File: src/rtl/ads412x_cfg_pkg.sv
// ads412x_cfg_pkg: shared state encoding, frame width and startup register table for the ADS412x config sequencer.
package ads412x_cfg_pkg;

    localparam int FRAME_W = 16;

    typedef enum logic [2:0] {
        ST_RST_P,
        ST_RST_W,
        ST_LOAD,
        ST_SHIFT,
        ST_GAP_W,
        ST_DONE
    } state_t;

    localparam logic [FRAME_W-1:0] ADS_CFG_TABLE [16] = '{
        0: 16'h4208,
        1: 16'h2500,
        2: 16'h3D00,
        3: 16'h4100,
        default: 16'h0000
    };

endpackage

File: src/rtl/ads412x_cfg_ctrl_spi_shift.sv
// ads412x_spi_shift: shifts one 16-bit {addr,data} frame MSB first on SCLK/SDATA/SEN and flags its final cycle.
module ads412x_spi_shift
    import ads412x_cfg_pkg::*;
#(
    parameter int CLK_DIV = 5
) (
    input  logic               clk_in,
    input  logic               RST,
    input  logic               start,
    input  logic [FRAME_W-1:0] word,
    output logic               sclk,
    output logic               sdata,
    output logic               sen,
    output logic               done
);

    localparam int DW = CLK_DIV > 1 ? $clog2(CLK_DIV) : 1;

    logic               active;
    logic [DW-1:0]      div_cnt;
    logic [3:0]         bit_cnt;
    logic [FRAME_W-1:0] shreg;
    logic               div_end;

    assign div_end = div_cnt == DW'(CLK_DIV - 1);
    // Asserted in the last high-phase cycle so the FSM leaves SHIFT on the same edge SEN rises.
    assign done    = active && sclk && div_end && bit_cnt == 4'd15;

    always_ff @(posedge clk_in) begin
        if (RST) begin
            active  <= 1'b0;
            sclk    <= 1'b0;
            sen     <= 1'b1;
            sdata   <= 1'b0;
            div_cnt <= '0;
            bit_cnt <= '0;
            shreg   <= '0;
        end else if (start) begin
            active  <= 1'b1;
            sen     <= 1'b0;
            sclk    <= 1'b0;
            sdata   <= word[FRAME_W-1];
            shreg   <= word;
            div_cnt <= '0;
            bit_cnt <= '0;
        end else if (active) begin
            div_cnt <= div_end ? '0 : div_cnt + DW'(1);
            if (div_end) begin
                if (!sclk) begin
                    sclk <= 1'b1;
                end else if (bit_cnt == 4'd15) begin
                    active  <= 1'b0;
                    sclk    <= 1'b0;
                    sen     <= 1'b1;
                    sdata   <= 1'b0;
                    bit_cnt <= '0;
                end else begin
                    sclk    <= 1'b0;
                    bit_cnt <= bit_cnt + 4'd1;
                    sdata   <= shreg[FRAME_W-2];
                    shreg   <= shreg << 1;
                end
            end
        end
    end

endmodule

File: src/rtl/ads412x_cfg_ctrl.sv
// ads412x_cfg_ctrl: ADS412x reset pulse, startup register table load and run-time register writes over the 3-wire port.
module ads412x_cfg_ctrl
    import ads412x_cfg_pkg::*;
#(
    parameter int CLK_DIV   = 5,
    parameter int RST_PULSE = 10,
    parameter int RST_WAIT  = 100,
    parameter int GAP       = 4,
    parameter int NUM_REGS  = 4
) (
    input  logic       clk_in,
    input  logic       RST,
    input  logic       cfg_restart,
    input  logic       wr_valid,
    input  logic [7:0] wr_addr,
    input  logic [7:0] wr_data,
    output logic       wr_ready,
    output logic       cfg_done,
    output logic       cfg_busy,
    output logic       adc_reset,
    output logic       adc_sen,
    output logic       adc_sclk,
    output logic       adc_sdata
);

    localparam int CMAX = RST_PULSE > RST_WAIT ? (RST_PULSE > GAP ? RST_PULSE : GAP)
                                               : (RST_WAIT > GAP ? RST_WAIT : GAP);
    localparam int CW   = $clog2(CMAX + 1);

    state_t             state, next_state;
    logic [CW-1:0]      cnt;
    logic [3:0]         idx;
    logic               rt;
    logic               start;
    logic               spi_done;
    logic [FRAME_W-1:0] word;

    always_comb begin
        next_state = state;
        start      = 1'b0;
        word       = {wr_addr, wr_data};
        case (state)
            ST_RST_P: next_state = cnt == CW'(RST_PULSE) ? ST_RST_W : ST_RST_P;
            ST_RST_W: next_state = cnt == CW'(RST_WAIT - 1) ? ST_LOAD : ST_RST_W;
            ST_LOAD: begin
                start      = 1'b1;
                word       = ADS_CFG_TABLE[idx];
                next_state = ST_SHIFT;
            end
            ST_SHIFT: next_state = spi_done ? ST_GAP_W : ST_SHIFT;
            ST_GAP_W: next_state = cnt != CW'(GAP - 1) ? ST_GAP_W :
                                   (rt || idx == 4'(NUM_REGS - 1)) ? ST_DONE : ST_LOAD;
            ST_DONE: begin
                start      = wr_valid && !cfg_restart;
                next_state = cfg_restart ? ST_RST_P : start ? ST_SHIFT : ST_DONE;
            end
            default: next_state = ST_RST_P;
        endcase
    end

    // Outputs are registered from next_state so they line up with the state they describe.
    always_ff @(posedge clk_in) begin
        if (RST) begin
            state     <= ST_RST_P;
            cnt       <= '0;
            idx       <= '0;
            rt        <= 1'b0;
            adc_reset <= 1'b0;
            cfg_done  <= 1'b0;
            cfg_busy  <= 1'b1;
            wr_ready  <= 1'b0;
        end else begin
            state     <= next_state;
            cnt       <= next_state != state ? '0 : cnt + CW'(1);
            idx       <= next_state == ST_RST_P ? '0 :
                         (state == ST_GAP_W && next_state == ST_LOAD) ? idx + 4'd1 : idx;
            rt        <= state == ST_DONE ? 1'b1 : state == ST_LOAD ? 1'b0 : rt;
            adc_reset <= state == ST_RST_P && next_state == ST_RST_P;
            cfg_done  <= next_state == ST_DONE || (cfg_done && next_state != ST_RST_P);
            cfg_busy  <= next_state != ST_DONE;
            wr_ready  <= next_state == ST_DONE;
        end
    end

    ads412x_spi_shift #(
        .CLK_DIV(CLK_DIV)
    ) u_spi (
        .clk_in (clk_in),
        .RST    (RST),
        .start  (start),
        .word   (word),
        .sclk   (adc_sclk),
        .sdata  (adc_sdata),
        .sen    (adc_sen),
        .done   (spi_done)
    );

endmodule

File: config.mk
export PLATFORM = sky130hd
export DESIGN_NAME = ads412x_cfg_ctrl
export DESIGN_NICKNAME = d
export VERILOG_FILES = /design/src/rtl/ads412x_cfg_pkg.sv /design/src/rtl/ads412x_cfg_ctrl_spi_shift.sv /design/src/rtl/ads412x_cfg_ctrl.sv
export SDC_FILE = /design/constraint.sdc
export NUM_CORES = 1
export LEC_CHECK = 0
export BUFFER_PORTS_ARGS = -buffer_cell sky130_fd_sc_hd__buf_4
export CORE_MARGIN = 5
export CORE_UTILIZATION = 55
export DETAILED_ROUTE_END_ITERATION = 7
export PLACE_DENSITY = 0.76
export RECOVER_POWER = 50
export SLEW_MARGIN = 25
export SYNTH_ARGS = -nofsm -noshare
export SYNTH_HDL_FRONTEND = slang
export SYNTH_SLANG_ARGS = --single-unit
File: constraint.sdc
create_clock -name clk_in -period 1.9 [get_ports clk_in]
set_input_delay 0.19 -clock clk_in [delete_from_list [all_inputs] [get_ports clk_in]]
set_output_delay 0.19 -clock clk_in [all_outputs]
set_load 0.01 [all_outputs]
==> results of run 1 <==
==> final timing paths <==
check / to / slack (ns) / cells after the start
worst min-delay path: u_spi.shreg[0] / 0.14 / 3
worst min register to register: u_spi.shreg[6] / 0.46 / 2
worst max register to register: idx[1] / 0.08 / 6
worst max-delay path: idx[1] / 0.08 / 6
==> stage by stage <==
| step | worst slack [ns] | utilization [%] | std cells | instance area (sq um) | power (uW) |
|---|---|---|---|---|---|
| after floorplan | 0.143 | - | 272 | 2390 | 1010 |
| after detailed placement | -0.0419 | 63.1 | 357 | 2710 | 1060 |
| after global routing | -0.0336 | 67.6 | 367 | 2900 | 1690 |
| after global placement | 0.0510 | 63.1 | 357 | 2710 | 1060 |
| final | 0.0782 | 67.6 | 367 | 2900 | 1610 |
| after CTS | 0.00661 | 65.2 | 365 | 2800 | 1630 |
==> final cells by class <==
cell class / instances / area [sq um] / area share (%)
clock buffer: 7 / 76.3 / 2.63
clock inverter: 1 / 7.51 / 0.259
inverter: 8 / 30.0 / 1.03
multi-input combinational: 207 / 1480 / 51.0
sequential: 45 / 903 / 31.1
tap: 52 / 65.1 / 2.24
timing repair buffer: 47 / 339 / 11.7
==> flip-flops by register name, indices dropped and copies added, names as in the netlist, 3 cells and up <==
register       count
u_spi.bit_cnt      4
cnt                7
idx                4
u_spi.shreg       15
state              3
u_spi.div_cnt      3
==> power breakdown <==
group          internal [uW]  switching (uW)
clock network            260             308
registers                950            9.21
logic                   48.6            38.1
==> worst register-to-register path, cell delays in order (launching register included) <==
cell,delay (ns)
dfxtp_1,0.39
ha_1,0.22
and3_4,0.25
a31o_4,0.18
nand3_4,0.10
o41ai_4,0.47
nor2_1,0.09
==> kinds of logic (layout without fill, tap and decap cells) <==
logic type | count (synthesis) | count (layout)
simple gates | 118 | 118
compound gates | 59 | 59
flops | 45 | 45
buf+inv | 20 | 63
mux | 12 | 12
fa+ha+maj | 9 | 9
xor+xnor | 9 | 9
==> routing by layer <==
metal  vias to the layer above  track usage (%)
met1                       977             25.6
met3                        11             4.49
met2                        42             32.4
met4                         0             5.63
li1                       1058                -
met5                         -                0
==> cell usage in the layout (no fill, tap or decap), types with 2 or more instances in the layout <==
master / netlist / final
a21oi_1: 27 / 27
a21o_1: 5 / 5
xnor2_1: 4 / 4
nor3_2: 0 / 2
nand2b_1: 2 / 2
and2_1: 2 / 2
nor4_2: 1 / 3
o21ai_0: 6 / 6
and4bb_1: 3 / 3
mux2i_1: 11 / 11
ha_1: 9 / 7
nor2_1: 24 / 24
nand3_1: 15 / 15
o21ai_1: 2 / 2
a211oi_1: 6 / 6
inv_1: 8 / 7
buf_4: 2 / 39
dfxtp_2: 0 / 2
clkbuf_1: 4 / 9
ha_4: 0 / 2
nor3_1: 11 / 9
clkbuf_8: 0 / 5
and3_1: 6 / 5
xor2_1: 5 / 5
dfxtp_1: 45 / 43
nand2_1: 27 / 27
or3_1: 7 / 7
nor3b_2: 0 / 2
==> what timing repair did <==
action	in CTS	in global routing
setup endpoints to repair	6	27
resized for setup	1	23
cloned	0	0
pin swaps	1	4
buffers inserted	0	2
==> impl_metrics.tcl, run 1 <==
set metrics [dict create \
    status "completed" \
    tns_ns 0 \
    slowest_delay_ns 0.47 \
    rows 24 \
    numCtsBuffers 5 \
    die-area_sq_mm 0.00576 \
    critical-path-top-delay-family "compound AO/OA/AOI/OAI gates" \
    routabilityCongestion 0.837 \
    critPathSlowestCell "o41ai_4" \
    synth-xor-area-share_pct 3.30 \
    post-route-period-util_pct 95.9 \
    whs_ns 0.142 \
    worst-path-buf-inv 0 \
    worstPathRequired_ns 2.08 \
    crit_type "reg2reg" \
    clk_pin_slew_ns 0.08 \
    crit_arrival_ns 2.00 \
    leakagePower_uw 0.00108 \
    grt_max_degree 28 \
    fp.coreArea_sq_mm 0.00429 \
    synth_common_cells "45 x dfxtp_1, 27 x a21oi_1, 27 x nand2_1, 24 x nor2_1, 15 x nand3_1" \
    dominantRegCellSynth "dfxtp_1" \
    fin_crit_ns 1.82 \
    synth_top_family_by_area "simple AND/OR/NAND/NOR gates" \
    seq_area_frac_synth_pct 37.7 \
    ys_warn_count 0 \
    mappedNetlistNets 301 \
    grt_pass1_vias 1949 \
    post-route-drc-count 0 \
    synth_compound_area_share_pct 17.0 \
    hold_start "wr_data[0]" \
    dp_hpwl_um 3930 \
    slew_violations 0 \
    via_per_inst 5.69 \
    clkSinkCount 45 \
    synth_area_sq_mm 0.00239 \
    cts_root_buf "clkbuf_8" \
    worstSetupStartpoint "u_spi.bit_cnt[0]" \
    critical_path.max_fanout 5 \
    cts.htree.levels 2 \
    ir_drop_uv 332 \
    max_freq_ghz 0.549 \
    holdCritPathClass "in2reg" \
    vias 2088 \
    port_buffers 26 \
    nets 343 \
    cap_violations 0 \
    slew_headroom_pct 74.2 \
    grt_pass1_wl_um 8820 \
    powerDensity_mw_per_mm2 556 \
    synth_area_per_cell_sq_um 8.78 \
    ys_top_cells_by_area "dfxtp_1 38%, a21oi_1 5.7%, ha_1 4.7%" \
    die_h_um 75.9 \
    path_cells "ha_1 -> and3_4 -> a31o_4 -> nand3_4 -> o41ai_4 -> nor2_1" \
    met3_length_um 220 \
    finalHoldViolCount 0 \
    clock_skew_ns 0.00701 \
    endpoint_kind "flip-flop" \
    synth_simple_gate_area_share_pct 27.5 \
    start_util_pct 55.6 \
    met2_length_um 2670 \
    wl_um 5440 \
    track_usage_pct 19.7 \
    synth_cell_types 53 \
    synth_top_area_cell "dfxtp_1" \
    antenna_found_initial 0 \
    async_flop_share_pct 0 \
    io_pins 27 \
    synth-seq-cells 45 \
    clock_latency_ns 0.29 \
    tritoncts "built" \
    ctsHoldBuffers 0 \
    clock_path_buffers 2 \
    die_x_um 75.9 \
    synth_adder_area_share_pct 4.72 \
    nFillCells 361 \
    routedWlPerCell_um 14.8 \
    drt_iter0_markers 149 \
    diodes 0 \
    rsz0062_at_grt "true" \
    netlist.area_leader.share_pct 37.7 \
    startpoint_type "flip-flop" \
    synth-edff-count 0 \
    tightest_slew_ns 0.384 \
    met1Wirelength_um 2450 \
    first_pass_iters 4 \
    grt_overflow 0 \
    detail-route-antenna-nets 0 \
    topRoutingLayerUsed "met4" \
    muxShareOfSynthArea_pct 5.19 \
    synthCells 272 \
    yosysMostFrequentCell "dfxtp_1" \
    drive_gt1_share_pct 24.8 \
    area_growth_pct 21.5 \
    setup_viol 0 \
    timing.rr.start "u_spi.bit_cnt[0]" \
]
Note: power is estimated with default switching activity, not from simulation.
==> run 2, diff against run 1 <==
--- a/config.mk
+++ b/config.mk
@@ -8,6 +8,7 @@
 export BUFFER_PORTS_ARGS = -buffer_cell sky130_fd_sc_hd__buf_4
 export CORE_MARGIN = 5
 export CORE_UTILIZATION = 55
+export CTS_BUF_LIST = sky130_fd_sc_hd__clkbuf_8 sky130_fd_sc_hd__clkbuf_16
 export DETAILED_ROUTE_END_ITERATION = 7
 export PLACE_DENSITY = 0.76
 export RECOVER_POWER = 50
==> run 2 against run 1 <==
Net effect:
- non-clock buffer count unchanged
- sequential cell count unchanged
- core utilization unchanged
- fmax up 0.40%
- worst setup slack better by 0.0073 ns
- global-route usage unchanged
==> impl_metrics.tcl, run 2 (same netlist as run 1, synthesis figures left out) <==
set metrics [dict create \
    finalHoldViolCount 0 \
    status "completed" \
    wl_um 5430 \
    fin_crit_ns 1.81 \
    slew_violations 0 \
    detail-route-antenna-nets 0 \
    worstSetupStartpoint "u_spi.div_cnt[0]" \
    whs_ns 0.142 \
    drt_iter0_markers 149 \
    routabilityCongestion 0.837 \
    vias 2087 \
    tritoncts "built" \
    grt_pass1_wl_um 8820 \
    largest_reg_flops 15 \
    fp.coreArea_sq_mm 0.00429 \
    crit_arrival_ns 1.99 \
    tns_ns 0 \
    grt_max_degree 28 \
    start_util_pct 55.6 \
    drive_gt1_share_pct 24.8 \
    clock_skew_ns 0.00744 \
    holdCritPathClass "in2reg" \
    die_x_um 75.9 \
    leakagePower_uw 0.00109 \
    critical_path.max_fanout 5 \
    max_freq_ghz 0.551 \
    clock_latency_ns 0.30 \
    port_buffers 26 \
    nets 343 \
    via_per_inst 5.69 \
    mostFrequentLayoutCells "43 x dfxtp_1, 39 x buf_4, 27 x nand2_1, 27 x a21oi_1, 24 x nor2_1" \
    cap_violations 0 \
    rows 24 \
    area_growth_pct 21.5 \
    clock_path_buffers 2 \
    post-route-drc-count 0 \
    regMostFlops "u_spi.shreg" \
    io_pins 27 \
    post-route-period-util_pct 95.5 \
    clkSinkCount 45 \
    startpoint_type "flip-flop" \
    grt_overflow 0 \
    worstPathRequired_ns 2.08 \
    antenna_found_initial 0 \
    diodes 0 \
    routedWlPerCell_um 14.8 \
    die_h_um 75.9 \
    slew_headroom_pct 74.2 \
    mostFrequentLayoutCell "dfxtp_1" \
    die-area_sq_mm 0.00576 \
    endpoint_kind "flip-flop" \
    crit_type "reg2reg" \
    timing.rr.start "u_spi.div_cnt[0]" \
    ir_drop_uv 332 \
    numCtsBuffers 5 \
    cts.htree.levels 2 \
    setup_viol 0 \
    tightest_slew_ns 0.384 \
    cts_root_buf "clkbuf_8" \
    dp_hpwl_um 3930 \
    grt_pass1_vias 1949 \
    hold_start "wr_data[0]" \
    clk_pin_slew_ns 0.08 \
    track_usage_pct 19.7 \
    reg_top3 "u_spi.shreg: 15 flops, cnt: 7 flops" \
    first_pass_iters 4 \
    rsz0062_at_grt "true" \
    powerDensity_mw_per_mm2 553 \
]
## run 2: path summary, 6_finish.rpt
check,to,slack (ns),cells past startpoint
setup / recovery,idx[1],0.09,7
hold / removal,u_spi.shreg[0],0.14,3
setup reg to reg,idx[1],0.09,7
hold reg to reg,u_spi.shreg[6],0.46,2
## run 2: layout make-up
| class | instances | area, sq um |
|---|---|---|
| Clock buffer | 5 | 68.8 |
| Timing Repair Buffer | 47 | 339 |
| Inverter | 8 | 30.0 |
| Fill cell | 361 | 1390 |
| Clock inverter | 3 | 15.0 |
| Tap cell | 52 | 65.1 |
| Multi-Input combinational cell | 207 | 1480 |
| Sequential cell | 45 | 903 |
## run 2: timing repair
action                                  4_1_cts  5_1_grt
gates resized for setup                       1       23
pin swaps                                     1        4
hold buffers                                  0        0
endpoints found under the setup margin        6       27
buffers inserted                              0        2
## run 2: per-layer routing
layer	track usage (%)	wire, um	share of wire (%)
met4	5.63	99	1.8
met5	0	0	0
met3	4.49	220	4.1
met1	25.6	2430	45
met2	32.4	2680	49
## run 2: through the flow
stage / cells / power, uW / area, sq um / worst slack [ns] / utilization, %
final: 367 / 1600 / 2900 / 0.0855 / 67.6
after global routing: 367 / 1680 / 2900 / -0.0337 / 67.6
after global placement: 357 / 1060 / 2710 / 0.0510 / 63.1
after CTS: 365 / 1620 / 2800 / 0.00693 / 65.2
after floorplan: 272 / 1010 / 2390 / 0.143 / -
after detailed placement: 357 / 1060 / 2710 / -0.0419 / 63.1
## run 2: critical path: stages, from the launching register on
cell and delay, ns:
dfxtp_1 0.32, inv_1 0.09, ha_4 0.16, and4_4 0.27
a31o_4 0.18, nand3_4 0.10, o41ai_4 0.47, nor2_1 0.09
## run 2: power breakdown
group	total [uW]	leakage [uW]	switching (uW)	internal [uW]
Clock	558	0.0000467	308	250
Sequential	959	0.000364	9.21	950
Combinational	86.7	0.000680	38.0	48.6
==> run 3, diff against run 2 <==
--- a/config.mk
+++ b/config.mk
@@ -5,6 +5,7 @@
 export SDC_FILE = /design/constraint.sdc
 export NUM_CORES = 1
 export LEC_CHECK = 0
+export ABC_AREA = 1
 export BUFFER_PORTS_ARGS = -buffer_cell sky130_fd_sc_hd__buf_4
 export CORE_MARGIN = 5
 export CORE_UTILIZATION = 55
@@ -12,6 +13,7 @@
 export DETAILED_ROUTE_END_ITERATION = 7
 export PLACE_DENSITY = 0.76
 export RECOVER_POWER = 50
+export REMOVE_ABC_BUFFERS = 1
 export SLEW_MARGIN = 25
 export SYNTH_ARGS = -nofsm -noshare
 export SYNTH_HDL_FRONTEND = slang
==> run 3 against run 2 <==
Net effect:
- synthesized cell count increased by 17%
- largest cell class unchanged
- fmax increased by 5.5%
- first-iteration DRC count decreased by 17%
- wire length decreased by 12%
- die area decreased by 2.2%
- critical path type unchanged
- critical endpoint is now cnt[3]
==> impl_metrics.tcl, run 3 <==
set metrics [dict create \
    status "completed" \
    rows 23 \
    diodes 0 \
    post-route-drc-count 0 \
    crit_end "cnt[3]" \
    synthCells 318 \
    powerDensity_mw_per_mm2 613 \
    r2r_cells 8 \
    placedCellCount 393 \
    synth_top_area_cell "dfxtp_1" \
    tightest_slew_ns 0.326 \
    post-route-period-util_pct 90.5 \
    rsz0062_at_grt "true" \
    nFillCells 367 \
    detail-route-antenna-nets 0 \
    slew_headroom_pct 78.3 \
    reg_top3 "u_spi.shreg: 15 flops, cnt: 7 flops" \
    regMostFlops "u_spi.shreg" \
    fin_cells 402 \
    dpl_cell_area_sq_mm 0.00257 \
    tritoncts "built" \
    ys_top_cells_by_area "dfxtp_1 39%, nand2_1 12%, inv_1 6.8%" \
    grt_pass1_wl_um 7890 \
    finalPower_uw 1620 \
    netlist.area_leader.share_pct 38.7 \
    endpoint_kind "flip-flop" \
    timing.rr.start "cnt[0]" \
    synth-edff-count 0 \
    grt_overflow 0 \
    critical_path.max_fanout 7 \
    grt_max_degree 15 \
    die_x_um 75.0 \
    dp_hpwl_um 3600 \
    synth_cell_types 34 \
    async_flop_share_pct 0 \
    whs_ns 0.161 \
    max_freq_ghz 0.581 \
    first_pass_iters 4 \
    dominantRegCellSynth "dfxtp_1" \
    wl_um 4760 \
    routabilityCongestion 0.891 \
    cap_violations 0 \
    yosysMostFrequentCell "nand2_1" \
    mostFrequentLayoutCells "75 x nand2_1, 45 x dfxtp_1, 43 x inv_1, 26 x buf_4, 25 x nand3_1" \
    start_util_pct 57.3 \
    crit_arrival_ns 1.93 \
    reg2reg_slack_ns 0.18 \
    worstPathRequired_ns 2.10 \
    holdCritPathClass "in2reg" \
    drive_gt1_share_pct 15.3 \
    drt_iter0_markers 124 \
    largest_reg_flops 15 \
    fin_crit_ns 1.72 \
    clock_latency_ns 0.29 \
    synth_area_per_cell_sq_um 7.31 \
    setup_viol 0 \
    ir_drop_uv 354 \
    finalInstanceArea_sq_mm 0.00265 \
    finalHoldViolCount 0 \
    r2r_end "cnt[3]" \
    clock_path_buffers 2 \
    clk_pin_slew_ns 0.08 \
    leakagePower_uw 0.00116 \
    tns_ns 0 \
    cts.htree.levels 2 \
    antenna_found_initial 0 \
    ys_warn_count 0 \
    numCtsBuffers 5 \
    vias 2088 \
    seq_area_frac_synth_pct 38.7 \
    io_pins 27 \
    crit_type "reg2reg" \
    grt_pass1_vias 1876 \
    clock_skew_ns 0.00638 \
    ctsHoldBuffers 0 \
    startpoint_type "flip-flop" \
    track_usage_pct 18.2 \
    synth_area_sq_mm 0.00233 \
    multi_input_area_sq_mm 0.00121 \
    routedWlPerCell_um 11.8 \
    cts_root_buf "clkbuf_8" \
    regArea_sq_um 901 \
    die-area_sq_mm 0.00563 \
    mostFrequentLayoutCell "nand2_1" \
    via_per_inst 5.19 \
    area_growth_pct 13.9 \
    worstSetupStartpoint "cnt[0]" \
    port_buffers 26 \
    slew_violations 0 \
    clkSinkCount 45 \
    synth_common_cells "75 x nand2_1, 45 x dfxtp_1, 42 x inv_1, 25 x nand3_1, 22 x nor2_1" \
    nets 381 \
    synth-seq-cells 45 \
    die_h_um 75.0 \
    fp.coreArea_sq_mm 0.00406 \
]
==> run 3: cell type report <==
type	count	area share, %
Inverter	46	6.52
Timing Repair Buffer	33	8.36
Clock inverter	1	0.142
Clock buffer	6	3.12
Tap cell	50	2.36
Sequential cell	45	34.0
Multi-Input combinational cell	221	45.5
==> run 3: where the power goes <==
part	total (uW)	switching [uW]	internal, uW	leakage, uW
registers	956	7.17	949	0.000363
logic	79.5	38.5	41.0	0.000750
clock network	589	305	284	0.0000485
==> run 3: worst min path at each step <==
stage	from	endpoint	cells after the start
6_report	wr_data[0]	u_spi.shreg[0]	3
2_1_floorplan	RST	rt	1
4_1_cts	wr_data[0]	u_spi.shreg[0]	3
5_1_grt	wr_data[0]	u_spi.shreg[0]	3
3_3_place_gp	u_spi.shreg[12]	u_spi.shreg[13]	2
3_5_place_dp	u_spi.shreg[2]	u_spi.shreg[2]	2
==> run 3: timing repair <==
action                     4_1_cts  5_1_grt
buffers inserted                 0        2
resized for setup                0        1
setup endpoints to repair        0       15
==> run 3: metrics by stage <==
stage / utilization [%] / setup WS [ns]
global placement: 63.4 / 0.189
CTS: 65.5 / 0.136
floorplan: - / 0.343
global route: 65.3 / -0.0329
finish: 65.3 / 0.180
detailed placement: 63.4 / 0.165
==> run 3: routing by layer <==
metal / global-route usage (%) / part of all wire (%) / vias to the layer above
met5: 0 / 0 / -
met4: 6.13 / 0.86 / 0
met3: 4.81 / 4.0 / 4
met2: 29.4 / 45 / 32
met1: 23.5 / 50 / 953
li1: - / - / 1099
==> run 3: kinds of logic after synthesis <==
family          count (synthesis)  share of synthesized area (%)
xor+xnor                        9                           3.39
simple gates                  159                           32.0
compound gates                 44                           11.6
flops                          45                           38.7
fa+ha+maj                       9                           4.84
buf+inv                        52                           9.52
==> run 3: critical path, cell delays in order, from the launching register on <==
cell and delay [ns]:
dfxtp_1 0.40, ha_1 0.23, nand3_1 0.14, o21a_1 0.19
nor2_1 0.13, nand3_1 0.11, nand2_1 0.07, nand2_1 0.16
nor3_1 0.20
